[config.mk]
export PLATFORM = sky130hd
export DESIGN_NAME = tart_vis_window
export DESIGN_NICKNAME = d
export VERILOG_FILES = /design/src/rtl/tart_vis_window.sv
export SDC_FILE = /design/constraint.sdc
export NUM_CORES = 2
export LEC_CHECK = 0
export ABC_AREA = 1
export CELL_PAD_IN_SITES_DETAIL_PLACEMENT = 2
export CELL_PAD_IN_SITES_GLOBAL_PLACEMENT = 2
export CORE_ASPECT_RATIO = 0.9
export CORE_MARGIN = 5
export CORE_UTILIZATION = 33
export CTS_BUF_LIST = sky130_fd_sc_hd__clkbuf_8 sky130_fd_sc_hd__clkbuf_16
export CTS_CLUSTER_SIZE = 20
export DETAILED_ROUTE_END_ITERATION = 6
export PLACE_DENSITY_LB_ADDON = 0.1
export SLEW_MARGIN = 20
export SYNTH_ARGS = -nofsm -noshare
export SYNTH_HDL_FRONTEND = slang
export SYNTH_SLANG_ARGS = --single-unit
[constraint.sdc]
create_clock -name clock -period 4.8 [get_ports clock]
set_input_delay 0.96 -clock clock [delete_from_list [all_inputs] [get_ports clock]]
set_output_delay 0.96 -clock clock [all_outputs]
set_load 0.02 [all_outputs]
[src/rtl/tart_vis_window.sv]
// Windowed visibility correlator for 1-bit complex samples: per-pair agreement
// counters over a programmable window, snapshotted into a streamed readout bank.

module tart_vis_pair #(
    parameter int WIDTH = 32,
    parameter int IBITS = 5,
    parameter int ACCUM = 18,
    parameter int K     = 0
) (
    input  logic             clock,
    input  logic             reset_n,
    input  logic             en_i,
    input  logic             acc_i,
    input  logic             start_i,
    input  logic             end_i,
    input  logic             we_i,
    input  logic [IBITS-1:0] a_i,
    input  logic [IBITS-1:0] b_i,
    input  logic [WIDTH-1:0] re_i,
    input  logic [WIDTH-1:0] im_i,
    output logic [ACCUM-1:0] sum_re_o,
    output logic [ACCUM-1:0] sum_im_o
);
    localparam logic [IBITS-1:0] RST_B = IBITS'((K + 1) % WIDTH);

    logic [IBITS-1:0] sh_a_q, sh_b_q, act_a_q, act_b_q, a, b;
    logic [ACCUM-1:0] acc_re_q, acc_im_q;
    logic             ra, rb, ia, ib;
    logic [1:0]       inc_re, inc_im;

    always_comb begin
        // The first sample of a window already uses the table it is about to latch.
        a        = start_i ? sh_a_q : act_a_q;
        b        = start_i ? sh_b_q : act_b_q;
        ra       = re_i[a];
        rb       = re_i[b];
        ia       = im_i[a];
        ib       = im_i[b];
        inc_re   = {1'b0, ra == rb} + {1'b0, ia == ib};
        inc_im   = {1'b0, ia == rb} + {1'b0, ra != ib};
        sum_re_o = acc_re_q + ACCUM'(inc_re);
        sum_im_o = acc_im_q + ACCUM'(inc_im);
    end

    always_ff @(posedge clock or negedge reset_n) begin
        if (!reset_n) begin
            sh_a_q   <= '0;
            sh_b_q   <= RST_B;
            act_a_q  <= '0;
            act_b_q  <= RST_B;
            acc_re_q <= '0;
            acc_im_q <= '0;
        end else begin
            if (we_i) begin
                sh_a_q <= a_i;
                sh_b_q <= b_i;
            end
            if (start_i) begin
                act_a_q <= sh_a_q;
                act_b_q <= sh_b_q;
            end
            if (!en_i || (acc_i && end_i)) begin
                acc_re_q <= '0;
                acc_im_q <= '0;
            end else if (acc_i) begin
                acc_re_q <= sum_re_o;
                acc_im_q <= sum_im_o;
            end
        end
    end
endmodule

module tart_vis_window #(
    parameter int WIDTH = 32,
    parameter int PAIRS = 8,
    parameter int COUNT = 15,
    parameter int ACCUM = 18,
    parameter int IBITS = $clog2(WIDTH),
    parameter int PBITS = (PAIRS > 1) ? $clog2(PAIRS) : 1
) (
    input  logic             clock,
    input  logic             reset_n,
    input  logic             en_i,
    input  logic             valid_i,
    input  logic [WIDTH-1:0] re_i,
    input  logic [WIDTH-1:0] im_i,
    input  logic [COUNT-1:0] cfg_len_i,
    input  logic             cfg_we_i,
    input  logic [PBITS-1:0] cfg_idx_i,
    input  logic [IBITS-1:0] cfg_a_i,
    input  logic [IBITS-1:0] cfg_b_i,
    output logic             m_valid_o,
    input  logic             m_ready_i,
    output logic [ACCUM-1:0] m_data_o,
    output logic             m_last_o,
    output logic             busy_o,
    output logic             ovf_o,
    input  logic             clr_ovf_i
);
    localparam int WORDS = 2 * PAIRS;
    localparam int IDXW  = $clog2(WORDS);

    generate
        if (ACCUM < COUNT + 2) begin : g_bad_accum
            $error("tart_vis_window: ACCUM must be >= COUNT+2");
        end
    endgenerate

    typedef enum logic {IDLE, SEND} state_t;

    state_t                       state_q;
    logic [IDXW-1:0]              idx_q;
    logic [ACCUM-1:0]             data_q;
    logic                         last_q, ovf_q;
    logic [COUNT-1:0]             cnt_q, len_q, eff_len;
    logic [PAIRS-1:0][ACCUM-1:0]  sum_re, sum_im, snap_re_q, snap_im_q;
    logic                         accept, start, win_end, last_hs, load;

    assign accept  = valid_i && en_i;
    assign start   = accept && (cnt_q == '0);
    assign eff_len = (cnt_q == '0) ? cfg_len_i : len_q;
    assign win_end = accept && (cnt_q == eff_len);
    assign last_hs = (state_q == SEND) && m_ready_i && last_q;
    // A window closing exactly on the last handshake chains straight into a new frame.
    assign load    = win_end && ((state_q == IDLE) || last_hs);

    genvar k;
    generate
        for (k = 0; k < PAIRS; k++) begin : g_pair
            tart_vis_pair #(.WIDTH(WIDTH), .IBITS(IBITS), .ACCUM(ACCUM), .K(k)) u_pair (
                .clock   (clock),
                .reset_n (reset_n),
                .en_i    (en_i),
                .acc_i   (accept),
                .start_i (start),
                .end_i   (win_end),
                .we_i    (cfg_we_i && (cfg_idx_i == PBITS'(k))),
                .a_i     (cfg_a_i),
                .b_i     (cfg_b_i),
                .re_i    (re_i),
                .im_i    (im_i),
                .sum_re_o(sum_re[k]),
                .sum_im_o(sum_im[k])
            );
        end
    endgenerate

    function automatic logic [ACCUM-1:0] word_of(input logic [IDXW-1:0] w);
        logic [PBITS-1:0] p;
        p = PBITS'(w >> 1);
        return w[0] ? snap_im_q[p] : snap_re_q[p];
    endfunction

    always_ff @(posedge clock or negedge reset_n) begin
        if (!reset_n) begin
            cnt_q <= '0;
            len_q <= '0;
        end else if (!en_i) begin
            cnt_q <= '0;
        end else if (accept) begin
            cnt_q <= win_end ? '0 : cnt_q + 1'b1;
            if (start) len_q <= cfg_len_i;
        end
    end

    always_ff @(posedge clock or negedge reset_n) begin
        if (!reset_n) begin
            snap_re_q <= '0;
            snap_im_q <= '0;
            ovf_q     <= 1'b0;
        end else begin
            if (load) begin
                snap_re_q <= sum_re;
                snap_im_q <= sum_im;
            end
            if (win_end && (state_q == SEND) && !last_hs) ovf_q <= 1'b1;
            else if (clr_ovf_i)                           ovf_q <= 1'b0;
        end
    end

    always_ff @(posedge clock or negedge reset_n) begin
        if (!reset_n) begin
            state_q <= IDLE;
            idx_q   <= '0;
            data_q  <= '0;
            last_q  <= 1'b0;
        end else begin
            case (state_q)
                IDLE: if (load) begin
                    state_q <= SEND;
                    idx_q   <= '0;
                    data_q  <= sum_re[0];
                    last_q  <= 1'b0;
                end
                SEND: if (load) begin
                    idx_q   <= '0;
                    data_q  <= sum_re[0];
                    last_q  <= 1'b0;
                end else if (m_ready_i) begin
                    if (last_q) begin
                        state_q <= IDLE;
                        last_q  <= 1'b0;
                    end else begin
                        idx_q  <= idx_q + 1'b1;
                        data_q <= word_of(idx_q + 1'b1);
                        last_q <= ((idx_q + 1'b1) == IDXW'(WORDS - 1));
                    end
                end
                default: state_q <= IDLE;
            endcase
        end
    end

    assign m_valid_o = (state_q == SEND);
    assign busy_o    = (state_q == SEND);
    assign m_data_o  = data_q;
    assign m_last_o  = last_q;
    assign ovf_o     = ovf_q;
endmodule

==> results.cfg <==
[status]
outcome = finished with violations
violations = negative setup slack

[place]
dp_cells = 9232
gp_congestion = 0.937
dp_hpwl_mm = 177
dpl-instance-area_mm2 = 0.0590
portBuffers = 120

[die]
dieArea_mm2 = 0.158
core-area_mm2 = 0.149
dieWidth_um = 418
start_util_pct = 33.3
die_h_um = 377
io_pins = 121
rows = 134

[setup_path]
r2r_cells = 32
critPathRequiredTime_ns = 5.39
path_class = flop to flop
crit_fanout = 8
critical-path-max-stage-delay_ns = 0.52
r2r-start = cnt_q[1]
r2r_slack_ns = -0.27
start_kind = flop
end_kind = flop
reg2reg_to = g_pair[7].u_pair.acc_re_q[16]
slowest_stage = fa_2
worstPathArrival_ns = 5.66

[logic_synthesis]
synth_edf_count = 0
syn-num-nets = 6964
synthFlopType = dfrtp_1
mappedNetlistArea_mm2 = 0.0495
synth-seq-cells = 791
synth_top_cell_by_area = dfrtp_1
postSynthAreaPerCell_um2 = 7.25
synth_cell_types = 44
synth_area_leaders = dfrtp_1 (39%), nand3_1 (15%), nand2_1 (14%), o21ai_0 (5.8%), xor2_1 (4.2%)
ys_top_cells_by_count = nand2_1 (1863), nand3_1 (1504), dfrtp_1 (765), o21ai_0 (574), inv_1 (502)
ys_seq_area_share_pct = 40.1
synth_top_area_share_pct = 38.7
synth.most_common_cell = nand2_1
synthArstFlopShare_pct = 100
synthCells = 6829
ys_warn_count = 0

[power_and_ir_drop]
power.switching_uw = 20400
clkPwrFrac_pct = 18.3
ir_worst_vdd_v = 0.000517
total_power_uw = 42900
power.share.sequential_pct = 18.5
switching_share_pct = 47.5
pwr-share-comb_pct = 63.2
powerDensity_mw_per_mm2 = 616
p_int_uw = 22500
leakage_uw = 0.0318

[drt]
wire_per_inst_um = 28.2
met3_length_mm = 18.4
vias_per_cell = 5.74
drc = 0
initialDrtViolationCount = 4571
wl_met1_mm = 118
postRouteAntennaNets = 0
wl_mm = 272
dr.pass1.iters = 6
wl_met2_mm = 122
dr.max_layer_used = met5
routed-via-count = 55400

[cts]
clock-sinks = 791
clk_path_buf_depth = 3
htree_levels = 3
cts_tree = built
clkLatencyLatePin_ns = 0.74
postCtsHoldBufs = 0
cts_root_buffer = clkbuf_16
numCtsBuffers = 95
clk_pin_slew_worst_paths_ns = 0.06

[timing]
fin_crit_ns = 5.07
final-hold-violation-count = 0
finalMaxSlewViolations = 0
worst_clock_skew_ns = 0.0294
fmax_mhz = 197
setup_ws_ns = -0.269
slew_headroom_pct = 17.5
fin_crit_sh_pct = 106
rsz0062_at_grt = yes
setup_viol = 93
worst_slew_pin_slew_ns = 1.24

[global_route]
grt_overflow = 0
grt_util_all_layers_pct = 32.7
grt_max_degree = 167
grt_pass1_wl_mm = 392
antenna_found_initial = 11
grt_pass1_vias = 58900

[cells_and_area]
final_util_pct = 46.8
nets = 7730
stdcell_area_mm2 = 0.0696
final_layout_size_suffix_gt1_share_pct = 27.9
area_growth_syn_to_layout_pct = 40.7
fin_cells = 9652

[job]
maxCapViolCount = 0

[min_path]
hold_path.class = input pin to asynchronous set/reset pin
-- power groups by stage --
| stage | registers, uW | logic, uW | clock network [uW] |
|---|---|---|---|
| final | 7940 | 27100 | 7860 |
| after global routing | 8000 | 28800 | 8270 |
| after CTS | 7900 | 24900 | 7970 |
| after detailed placement | 7950 | 21200 | 0 |
| after global placement | 7910 | 20600 | 0 |
| after floorplan | 7880 | 11400 | 0 |
-- kinds of logic (layout without fill, tap and decap cells) --
kind of cell / Yosys count / after routing / share of synthesized area [%]
buffers and inverters: 1033 / 1878 / 8.55
other: 0 / 5 / 0
XOR/XNOR: 249 / 249 / 4.41
flip-flops: 791 / 791 / 40.1
multiplexers: 136 / 136 / 2.92
AND/OR/NAND/NOR: 3707 / 3708 / 33.0
AO/OA/AOI/OAI: 877 / 877 / 9.96
adder cells (fa/ha/maj): 36 / 36 / 1.15
-- area by class of cell --
cell class	count	area, um2
repair inverters	3	32.5
clock inverters	60	633
repair buffers	1149	12000
fillers	16300	79100
diodes	5	12.5
well taps	1972	2470
inverters	549	2170
flip-flops and latches	791	19800
multi-input cells	5006	29800
clock buffers	117	2680
-- critical path, delay by kind of cell, from the launching register on --
family,cells,cell delay (ns)
AND/OR/NAND/NOR,16,1.90
buffers and inverters,10,1.32
adder cells (fa/ha/maj),3,0.81
flip-flops,1,0.39
AO/OA/AOI/OAI,2,0.29
XOR/XNOR,1,0.20
-- cell usage in the layout (no fill, tap or decap), types with 119 or more instances in the layout --
cell type,n
clkdlybuf4s50_1,119
buf_4,721
nand2_2,130
nand3_1,1170
xor2_1,200
nand3_2,290
inv_1,498
dfrtp_1,765
nand2_1,1700
buf_12,169
o21ai_0,497
o22ai_1,184
-- metrics by stage --
step / hold WS (ns) / setup TNS (ns) / setup WS [ns]
floorplan: 0.444 / 0 / 0.0375
global placement: 0.460 / -333.25 / -1.28
detailed placement: 0.471 / -385.80 / -1.46
CTS: 0.182 / -2.25 / -0.180
global route: 0.208 / -40.13 / -0.465
finish: 0.181 / -6.97 / -0.269
-- how the worst max path moves through the flow --
| stage | startpoint | to | slack, ns | cells after the start |
|---|---|---|---|---|
| after global routing | cnt_q[1] | g_pair[4].u_pair.acc_im_q[16] | -0.47 | 35 |
| after CTS | cnt_q[0] | g_pair[1].u_pair.acc_im_q[16] | -0.18 | 37 |
| after detailed placement | en_i | g_pair[5].u_pair.acc_im_q[15] | -1.46 | 28 |
| after floorplan | en_i | snap_im_q[34] | 0.04 | 27 |
| final | cnt_q[1] | g_pair[7].u_pair.acc_re_q[16] | -0.27 | 32 |
| after global placement | en_i | g_pair[5].u_pair.acc_im_q[15] | -1.28 | 27 |
-- registers in the layout, summed over array words and instances (netlist names), 18 cells and up --
| register | count |
|---|---|
| g_pair.u_pair.acc_im_q | 144 |
| g_pair.u_pair.acc_re_q | 144 |
| g_pair.u_pair.act_a_q | 40 |
| g_pair.u_pair.act_b_q | 40 |
| g_pair.u_pair.sh_a_q | 40 |
| g_pair.u_pair.sh_b_q | 40 |
| m_data_o | 18 |
| snap_im_q | 144 |
| snap_re_q | 144 |
-- routing by layer --
metal  global-route usage, %  up-vias
li1                        -    24200
met1                    44.2    28800
met2                    51.8     1758
met3                    6.43      637
met4                    12.7       10
met5                       0        -
-- what timing repair did --
item                       4_1_cts  5_1_grt
pin swaps                      249      202
resized for setup              816      394
setup buffers                  160       73
setup endpoints to repair      373      314
gates cloned                    23        7
Note: power is estimated with default switching activity, not from simulation.
